## src/rtl/snow64_lar_element_sequencer.sv

```systemverilog
// -----------------------------------------------------------------------------
// snow64_lar_element_sequencer
//
// Walks a 256-bit LAR line one scalar element at a time and presents each
// element, extended to 64 bits, on a valid/ready output stream. One line is
// held at a time. A new line can be accepted on the same cycle that the last
// element of the current line is consumed, so the output stays continuous.
//
// Ports
//   clk               rising-edge clock
//   rst_n             asynchronous active-low reset
//   flush             synchronous abort of the current line (wins over all)
//   in_valid/in_ready line handshake (in_ready is combinational)
//   in_data           LAR line to iterate
//   in_data_type      0 uint, 1 sint, 2 BFloat16, 3 reserved (acts as uint)
//   in_int_type_size  0/1/2/3 = 8/16/32/64-bit integer elements
//   in_data_offset    starting byte offset (used only with the macro below)
//   out_valid/out_ready element handshake
//   out_data          extracted element, sign- or zero-extended to 64 bits
//   out_data_offset   byte offset of out_data within the line
//   out_last          out_data is the final element of the line
//
// Configuration
//   SNOW64_LAR_ELEMENT_SEQUENCER_START_OFFSET_EN
//     defined   : iteration starts at in_data_offset rounded down to the
//                 element alignment
//     undefined : iteration always starts at byte 0; in_data_offset ignored
// -----------------------------------------------------------------------------
module snow64_lar_element_sequencer (
  input  logic         clk,
  input  logic         rst_n,
  input  logic         flush,
  input  logic         in_valid,
  output logic         in_ready,
  input  logic [255:0] in_data,
  input  logic [1:0]   in_data_type,
  input  logic [1:0]   in_int_type_size,
  input  logic [4:0]   in_data_offset,
  output logic         out_valid,
  input  logic         out_ready,
  output logic [63:0]  out_data,
  output logic [4:0]   out_data_offset,
  output logic         out_last
);

  localparam int unsigned LAR_DATA_W = 256;
  localparam int unsigned SCALAR_W   = 64;
  localparam int unsigned OFFSET_W   = 5;
  localparam int unsigned TYPE_W     = 2;
  localparam int unsigned SIZE_W     = 2;
  localparam int unsigned BYTES_W    = 4;

  localparam logic [TYPE_W-1:0] TYPE_SINT = 2'd1;
  localparam logic [TYPE_W-1:0] TYPE_BF16 = 2'd2;

  typedef enum logic {
    ST_IDLE = 1'b0,
    ST_RUN  = 1'b1
  } state_t;

  // Element width in bytes: BFloat16 is always 2, everything else by size.
  function automatic logic [BYTES_W-1:0] elem_bytes(
    input logic [TYPE_W-1:0] dtype,
    input logic [SIZE_W-1:0] isz
  );
    logic [BYTES_W-1:0] b;
    if (dtype == TYPE_BF16) begin
      b = 4'd2;
    end else begin
      case (isz)
        2'd0:    b = 4'd1;
        2'd1:    b = 4'd2;
        2'd2:    b = 4'd4;
        default: b = 4'd8;
      endcase
    end
    return b;
  endfunction

  // Little-endian element at byte offset off, extended to 64 bits.
  function automatic logic [SCALAR_W-1:0] extract(
    input logic [LAR_DATA_W-1:0] line,
    input logic [OFFSET_W-1:0]   off,
    input logic [TYPE_W-1:0]     dtype,
    input logic [SIZE_W-1:0]     isz
  );
    logic [SCALAR_W-1:0] raw;
    logic                sgn;
    logic [SCALAR_W-1:0] res;
    raw = SCALAR_W'(line >> {off, 3'b000});
    sgn = (dtype == TYPE_SINT);
    if (dtype == TYPE_BF16) begin
      res = {48'b0, raw[15:0]};
    end else begin
      case (isz)
        2'd0:    res = sgn ? {{56{raw[7]}},  raw[7:0]}  : {56'b0, raw[7:0]};
        2'd1:    res = sgn ? {{48{raw[15]}}, raw[15:0]} : {48'b0, raw[15:0]};
        2'd2:    res = sgn ? {{32{raw[31]}}, raw[31:0]} : {32'b0, raw[31:0]};
        default: res = raw;
      endcase
    end
    return res;
  endfunction

  // An element is last when it ends exactly at the line boundary.
  function automatic logic ends_line(
    input logic [OFFSET_W-1:0] off,
    input logic [BYTES_W-1:0]  bytes
  );
    return ((6'(off) + 6'(bytes)) == 6'd32);
  endfunction

  // State and datapath registers.
  state_t                  state_q, state_d;
  logic                    ready_en_q;
  logic [LAR_DATA_W-1:0]   line_q, line_d;
  logic [TYPE_W-1:0]       type_q, type_d;
  logic [SIZE_W-1:0]       isize_q, isize_d;
  logic                    out_valid_d;
  logic [SCALAR_W-1:0]     out_data_d;
  logic [OFFSET_W-1:0]     out_data_offset_d;
  logic                    out_last_d;

  logic [BYTES_W-1:0]      in_bytes;
  logic [BYTES_W-1:0]      cur_bytes;
  logic [OFFSET_W-1:0]     start_off;
  logic [OFFSET_W-1:0]     next_off;
  logic                    accept;
  logic                    advance;

  assign in_bytes  = elem_bytes(in_data_type, in_int_type_size);
  assign cur_bytes = elem_bytes(type_q, isize_q);
  assign next_off  = out_data_offset + OFFSET_W'(cur_bytes);

`ifdef SNOW64_LAR_ELEMENT_SEQUENCER_START_OFFSET_EN
  // Round the requested start down to a multiple of the element size.
  assign start_off = in_data_offset & ~(OFFSET_W'(in_bytes) - 5'd1);
`else
  logic unused_in_data_offset;
  assign unused_in_data_offset = ^in_data_offset;
  assign start_off = '0;
`endif

  // Ready when idle, or when the current line's last element leaves this
  // cycle; held low through reset until the first clock after release.
  assign in_ready = ready_en_q && !flush &&
                    ((state_q == ST_IDLE) || (out_valid && out_ready && out_last));

  assign accept  = in_valid && in_ready;
  assign advance = out_valid && out_ready;

  // Next-state and output logic.
  always_comb begin
    state_d           = state_q;
    line_d            = line_q;
    type_d            = type_q;
    isize_d           = isize_q;
    out_valid_d       = out_valid;
    out_data_d        = out_data;
    out_data_offset_d = out_data_offset;
    out_last_d        = out_last;

    case (state_q)
      ST_IDLE: begin
        if (accept) begin
          state_d           = ST_RUN;
          line_d            = in_data;
          type_d            = in_data_type;
          isize_d           = in_int_type_size;
          out_valid_d       = 1'b1;
          out_data_d        = extract(in_data, start_off, in_data_type, in_int_type_size);
          out_data_offset_d = start_off;
          out_last_d        = ends_line(start_off, in_bytes);
        end
      end
      ST_RUN: begin
        if (advance) begin
          if (out_last) begin
            if (accept) begin
              // Back-to-back line: reload without dropping out_valid.
              line_d            = in_data;
              type_d            = in_data_type;
              isize_d           = in_int_type_size;
              out_data_d        = extract(in_data, start_off, in_data_type, in_int_type_size);
              out_data_offset_d = start_off;
              out_last_d        = ends_line(start_off, in_bytes);
            end else begin
              state_d     = ST_IDLE;
              out_valid_d = 1'b0;
              out_last_d  = 1'b0;
            end
          end else begin
            out_data_d        = extract(line_q, next_off, type_q, isize_q);
            out_data_offset_d = next_off;
            out_last_d        = ends_line(next_off, cur_bytes);
          end
        end
      end
      default: begin
        state_d     = ST_IDLE;
        out_valid_d = 1'b0;
        out_last_d  = 1'b0;
      end
    endcase

    // Abort overrides any handshake or acceptance in the same cycle.
    if (flush) begin
      state_d     = ST_IDLE;
      out_valid_d = 1'b0;
      out_last_d  = 1'b0;
    end
  end

  // State register.
  always_ff @(posedge clk or negedge rst_n) begin
    if (!rst_n) begin
      state_q         <= ST_IDLE;
      ready_en_q      <= 1'b0;
      line_q          <= '0;
      type_q          <= '0;
      isize_q         <= '0;
      out_valid       <= 1'b0;
      out_data        <= '0;
      out_data_offset <= '0;
      out_last        <= 1'b0;
    end else begin
      state_q         <= state_d;
      ready_en_q      <= 1'b1;
      line_q          <= line_d;
      type_q          <= type_d;
      isize_q         <= isize_d;
      out_valid       <= out_valid_d;
      out_data        <= out_data_d;
      out_data_offset <= out_data_offset_d;
      out_last        <= out_last_d;
    end
  end

endmodule

```

## config.mk

```make
export PLATFORM = sky130hd
export DESIGN_NAME = snow64_lar_element_sequencer
export DESIGN_NICKNAME = d
export VERILOG_FILES = /design/src/rtl/snow64_lar_element_sequencer.sv
export SDC_FILE = /design/constraint.sdc
export NUM_CORES = 1
export LEC_CHECK = 0
export ABC_CLOCK_PERIOD_IN_PS = 6400
export CORE_MARGIN = 4
export CORE_UTILIZATION = 45
export CTS_CLUSTER_DIAMETER = 150
export DETAILED_ROUTE_END_ITERATION = 6
export HOLD_SLACK_MARGIN = 0.15
export PLACE_DENSITY = 0.68
export SLEW_MARGIN = 10
export SYNTH_ARGS = -nofsm -noshare
export SYNTH_HDL_FRONTEND = slang
export SYNTH_SLANG_ARGS = --single-unit
```

## constraint.sdc

```tcl
create_clock -name clk -period 6.4 [get_ports clk]
set_input_delay 0.96 -clock clk [delete_from_list [all_inputs] [get_ports clk]]
set_output_delay 0.96 -clock clk [all_outputs]
set_load 0.01 [all_outputs]
```

# After elaboration in Yosys (flattened, before gate mapping)
# Cells that the tools add are included.
[word_totals]
regBits = 333
latch_bits = 0
ram_bits = 0
romBits = 0
inputBits = 270
output_inout_bits = 72
word_cells = 88
mem_count = 0
[classes]
addsub = 2
n_mul = 0
n_div = 0
n_lt_le_gt_ge = 0
n_eq_ne = 15
shifts = 1
n_mux = 48
n_bitwise = 1
reduce_logical = 12
[ops]
columns = ["cell", "count"]
rows = [
  ["2-to-1 mux 256 bit", 3],
  ["2-to-1 mux 64 bit", 11],
  ["case mux 256 bit (2 select lines)", 1],
  ["case mux 64 bit (3 select lines)", 2],
  [">> shifter 256 x 8 -> 64 bit", 1],
  ["case mux 64 bit (2 select lines)", 1],
  ["2-to-1 mux 5 bit", 3],
  ["2-to-1 mux 1 bit", 13],
  ["2-to-1 mux 2 bit", 6],
  ["case mux 4 bit (3 select lines)", 1],
  ["case mux 5 bit (2 select lines)", 1],
  ["inequality test 3 bit (second input constant)", 3],
  ["== test 2 x 1 -> 1 bit (second input constant)", 4],
  ["== test 2 bit (second input constant)", 4],
  ["case mux 2 bit (2 select lines)", 2],
  ["adder 5 x 4 -> 6 bit", 1],
  ["== test 6 bit (second input constant)", 1],
  ["case mux 1 bit (2 select lines)", 3],
  ["adder 5 x 4 -> 5 bit", 1],
  ["logical AND 1 bit", 5],
  ["zero test 2 bit", 2],
  ["2-to-1 mux 4 bit", 1],
  ["AND reduction 2 bit", 2],
  ["AND reduction 4 bit", 1],
  ["6 further kinds", 6],
]

# Longest topological paths before layout
[logic_depth]
depth_word = 11
depth_mapped = 18
ltp_nobuf = 13

# Worst setup path after synthesis
# Ideal clock, no wire load.
[synth_path]
path_type = "register -> register"
start = "register out_data_offset[0]"
end = "register out_last"
setup_time_ns = 0.067
t_arrival_ns = 4.649
t_required_ns = 6.333
slack_ns = 1.684
stages_incl_launch_ff = 19
path_buffers = 9
path_cell_list = "dfrtp_1 > clkbuf_1 > clkbuf_1 > clkbuf_1 > nand2_1 > fa_1 > xor2_1 > clkinv_1 > buf_2 > buf_1 > clkbuf_1 > clkbuf_1 > clkbuf_1 > clkbuf_1 > ha_1 > xor2_1 > nand4_1 > nor4_1 > a32o_1"
[synth_between]
elab_chain_cells = 7
[synth_rtl]
columns = ["item", "line", "source"]
rows = [
  ["start: declaration", "42", "output logic [4:0] out_data_offset,"],
  ["start signal: assignment", "234", "out_data_offset <= out_data_offset_d;"],
  ["adder 5 x 4 -> 5 bit", "133", "assign next_off = out_data_offset + OFFSET_W'(cur_bytes);"],
  ["adder 5 x 4 -> 6 bit", "110", "return ((6'(off) + 6'(bytes)) == 6'd32);"],
  ["== test 6 bit", "110", ""],
  ["2-to-1 mux 1 bit", "178", "if (out_last) begin"],
  ["2-to-1 mux 1 bit", "177", "if (advance) begin"],
  ["case mux 1 bit (2 select lines)", "163", "case (state_q)"],
  ["2-to-1 mux 1 bit", "207", "if (flush) begin"],
  ["end signal: assignment", "235", "out_last <= out_last_d;"],
  ["end: declaration", "43", "output logic out_last"],
]
# No other way between the ends. The select of a mux whose other input is x is not followed.
# A chain may end at the register's enable or synchronous reset.

# Worst setup path after layout
[layout_path]
start = "register type_q[1]"
end = "register out_data[51]"
[layout_between]
elab_chain_cells = 10
elab_cells_between_ends = 13
cone_classes = "add/sub (1); eq/ne (2); shift (1); mux (9)"
[layout_rtl]
columns = ["item", "line", "source"]
rows = [
  ["start: declaration", "117", "logic [TYPE_W-1:0] type_q, type_d;"],
  ["start signal: assignment", "230", "type_q <= type_d;"],
  ["== test 2 bit", "67, 92", ""],
  ["2-to-1 mux 4 bit", "67", "if (dtype == TYPE_BF16) begin"],
  ["adder 5 x 4 -> 5 bit", "133", ""],
  [">> shifter 256 x 8 -> 64 bit", "90", "raw = SCALAR_W'(line >> {off, 3'b000});"],
  ["2-to-1 mux 64 bit (on tied branches)", "98, 96, 97", ""],
  ["case mux 64 bit (3 select lines)", "95", "case (isz)"],
  ["2-to-1 mux 64 bit *", "92", "if (dtype == TYPE_BF16) begin"],
  ["2-to-1 mux 64 bit *", "178", ""],
  ["2-to-1 mux 64 bit *", "177", ""],
  ["case mux 64 bit (2 select lines) *", "163", ""],
  ["end signal: assignment", "233", "out_data <= out_data_d;"],
  ["end: declaration", "41", "output logic [63:0] out_data,"],
]
# Mark *: on every way between the ends. The rest lies on a longest branch, timed or not. The select of a mux whose other input is x is not followed.

==> flow_metrics.tcl <==
set metrics [dict create \
    fill_count 4714 \
    first_iter_violations 3341 \
    post_cts.resized_instances 0 \
    routed_wire_length_per_instance_um 30.20 \
    clk-insertion-delay-late_ps 570 \
    hpwlAfterDp_mm 84.34 \
    ant_nets 0 \
    cellPowerDensity_nw_per_um2 690.0 \
    cts_htree_levels 2 \
    net_count_of_the_mapped_netlist 2976 \
    detail_route.drc_violations 0 \
    netlist_top_cells_area "dfrtp_1 (35%), mux4_2 (21%), nand2_1 (17%)" \
    synth_cells 2698 \
    grt_antenna_before_repair 2 \
    setup_buffers_after_cts 0 \
    largest_net_degree_at_the_start_of_global_routing 160 \
    layout_worst_path_cycle_share 0.8711 \
    hold_ws_ps 415.5 \
    grt_use_total 0.3727 \
    grt_util_met1 0.5213 \
    clock_sinks 333 \
    critPathCaptureType "flop" \
    synthArstFlopShare 1.000 \
    worstPathArrival_ps 5980 \
    detail_route.vias_per_cell 6.498 \
    startpoint "type_q[1]" \
    worst_slew_margin 0.1617 \
    grt_use_met2 0.5761 \
    worst-slew-pin-transition_ps 1258 \
    power.leakage_nw 12.51 \
    synth-seq-cells 333 \
    busiest_layer "met2" \
    count_of_nets_after_finishing 3179 \
    area_growth_pct 21.31 \
    gp_congestion 0.9980 \
    gr-usage-met3 0.07876 \
    timing.fmax_mhz 179.4 \
    synth_largest_area_cell "dfrtp_1" \
    dr_pass1_iterations 6 \
    core_area_um2 52870 \
    post-synth-top-area-fraction 0.3453 \
    layout-drive-gt1-share 0.1288 \
    cts_hold_buffers 0 \
    grt_pass1_vias 22230 \
    pin_count 342 \
    finalWirelength_mm 109.2 \
    syn-mean-instance-area_um2 8.943 \
    timing_max_transition_violations_final 0 \
    fin_crit_ps 5575 \
    clk_pin_slew_ps 60 \
    edff_count_synth 0 \
    fin_worst_skew_ps 21.34 \
    required_ps 6810 \
    final.setup.tns_ps 0 \
    crit_path_cell_trace "and2b_1 > nor3_1 > ha_1 > nand3_1 > o31ai_2 > xnor2_2 > buf_4 > nor3_1 > a22o_1 > or4_4 > a22o_2 > nor2_2 > o211ai_1" \
    core.rowCount 84 \
    hp-class "in2async" \
    cp_most_frequent_cell "nor3_1" \
    cts_root_buffer "clkbuf_16" \
    critical_path.startpoint_type "flop" \
    grt_first_pass_wirelength_mm 156.5 \
    portBuffers 336 \
    sequential_cell_area_in_the_final_layout_um2 8333 \
    timing_worst_setup_path_type "reg2reg" \
    dieWidth_um 239.6 \
    netlist-cell-type-count 73 \
    crit_slowest_cell "nor2_2" \
    peak_supply_drop_mv 0.5421 \
    synth_flop_type "dfrtp_1" \
    cts_max_path_buffers 3 \
    outcome "complete, no violations" \
    vias 23500 \
    synthesis.yosys.warnings 0 \
    cap_viol_max_count 0 \
    timing_hold_violations_final 0 \
    die-area_um2 57390 \
    rr_startpoint "type_q[1]" \
    area_of_the_multi_input_gates_um2 14850 \
    dieHeight_um 239.6 \
    crit_fanout 59 \
    cts_tree "built" \
    mappedNetlistArea_um2 24130 \
    grt-ovfl-total 0 \
    grt_setup_unrepaired "no" \
    timing.final.setup_violations 0 \
    synth-seq-area-share 0.3453 \
    starting_density 0.4564 \
    cts_buffers 37 \
    cp_slowest_stage_delay_ps 760 \
]
## synth_stat cells, drive strengths merged, types with 3 or more instances
cell	count
a21o	3
o31ai	4
nand3	61
o21a	20
a21oi	112
inv	14
a31oi	6
nor3	12
a211o	3
a221oi	4
o211ai	65
a211oi	30
nand2	1093
o22ai	35
o221ai	20
o21bai	8
clkbuf	171
a2111o	14
and3	40
a41oi	8
a221o	7
mux4	223
mux2	6
nor2	49
ha	6
o21ai	55
or3	3
and2	4
mux2i	95
a311oi	36
nand4	17
buf	63
a22o	4
nand2b	15
or4	11
a22oi	6
dfrtp	333
nand3b	7
a32oi	7
## metrics by stage
stage	utilization	total power [mW]	cells	setup WS, ps	cell area (um^2)
global route	0.5537	20.97	3616	717.7	29270
global placement	0.5302	17.47	3550	1073	28030
CTS	0.5535	19.80	3616	965.6	29260
detailed placement	0.5302	17.52	3550	995.7	28030
floorplan	-	12.48	2698	1684	24130
finish	0.5537	20.20	3617	825.2	29270
## placed cells by master (no fill, tap or decap), types with 4 or more instances in the layout
cell type / n
nor3_1: 11
nand2b_1: 15
a2111o_1: 14
mux4_2: 223
o21ai_0: 51
buf_12: 8
a32oi_1: 7
a21oi_1: 112
clkinv_2: 6
nand3b_1: 7
or4_1: 10
buf_4: 54
a211oi_1: 29
a311oi_1: 35
o22ai_1: 35
a31oi_1: 6
o221ai_1: 20
a41oi_1: 7
nand4_1: 17
clkdlybuf4s50_1: 335
a221oi_1: 4
a221o_1: 7
clkbuf_1: 8
inv_1: 11
nand2_1: 1089
nand3_1: 61
dfrtp_1: 333
clkbuf_16: 37
o211ai_1: 65
nor2_1: 44
mux2i_1: 95
ha_1: 6
mux2_2: 6
o21a_1: 20
and3_1: 40
o21bai_1: 8
clkbuf_8: 7
a22oi_1: 6
## worst paths after layout
path,endpoint,slack (ps),depth (start not counted)
max,out_data[51],830,13
min,line_q[65],420,1
max reg2reg,out_data[51],830,13
min reg2reg,line_q[4],480,2
max in group asynchronous,line_q[225],4550,2
min in group clk,line_q[4],480,2
## logic make-up (layout without fill, tap and decap cells)
family,after synthesis,count (layout),synth area share
AND/OR/NAND/NOR,1321,1321,0.2222
AO/OA/AOI/OAI,459,459,0.1324
flip-flops,333,333,0.3453
multiplexers,324,324,0.2503
buffers and inverters,249,479,0.04366
adder cells (fa/ha/maj),8,8,0.004771
XOR/XNOR,3,3,0.001089
other,1,2,0.0001554
## sequential cells by signal (all words and copies together) (netlist names)
signal,flops
isize_q,2
line_q,256
out_data,64
out_data_offset,5
out_last,1
out_valid,1
ready_en_q,1
state_q,1
type_q,2
## power by group
| part | total (mW) | internal, mW | leakage [nW] | switching, mW |
|---|---|---|---|---|
| sequential | 3.90 | 2.74 | 4.18 | 1.16 |
| clock | 2.20 | 1.28 | 0.609 | 0.918 |
| combinational | 14.1 | 5.61 | 7.73 | 8.48 |
## routing by layer
layer / up-vias / share of wire
li1: 10140 / -
met1: 11770 / 0.40
met2: 1400 / 0.45
met3: 195 / 0.099
met4: 0 / 0.046
met5: - / 0
## final cells by class
| cell class | instances | area share |
|---|---|---|
| clock buffers | 52 | 0.03595 |
| flip-flops and latches | 333 | 0.2847 |
| clock inverters | 14 | 0.006112 |
| diodes | 1 | 0.00008549 |
| multi-input cells | 2116 | 0.5072 |
| well taps | 688 | 0.02941 |
| repair buffers | 398 | 0.1344 |
| inverters | 15 | 0.002180 |
## critical path: cells and delay by family (launching register included)
kind / cells / cell delay [ps]
simple gates: 6 / 2250
buf+inv: 1 / 620
xor+xnor: 1 / 170
compound gates: 4 / 1310
flops: 1 / 580
fa+ha+maj: 1 / 460
Power figures use the tool's default switching activity.
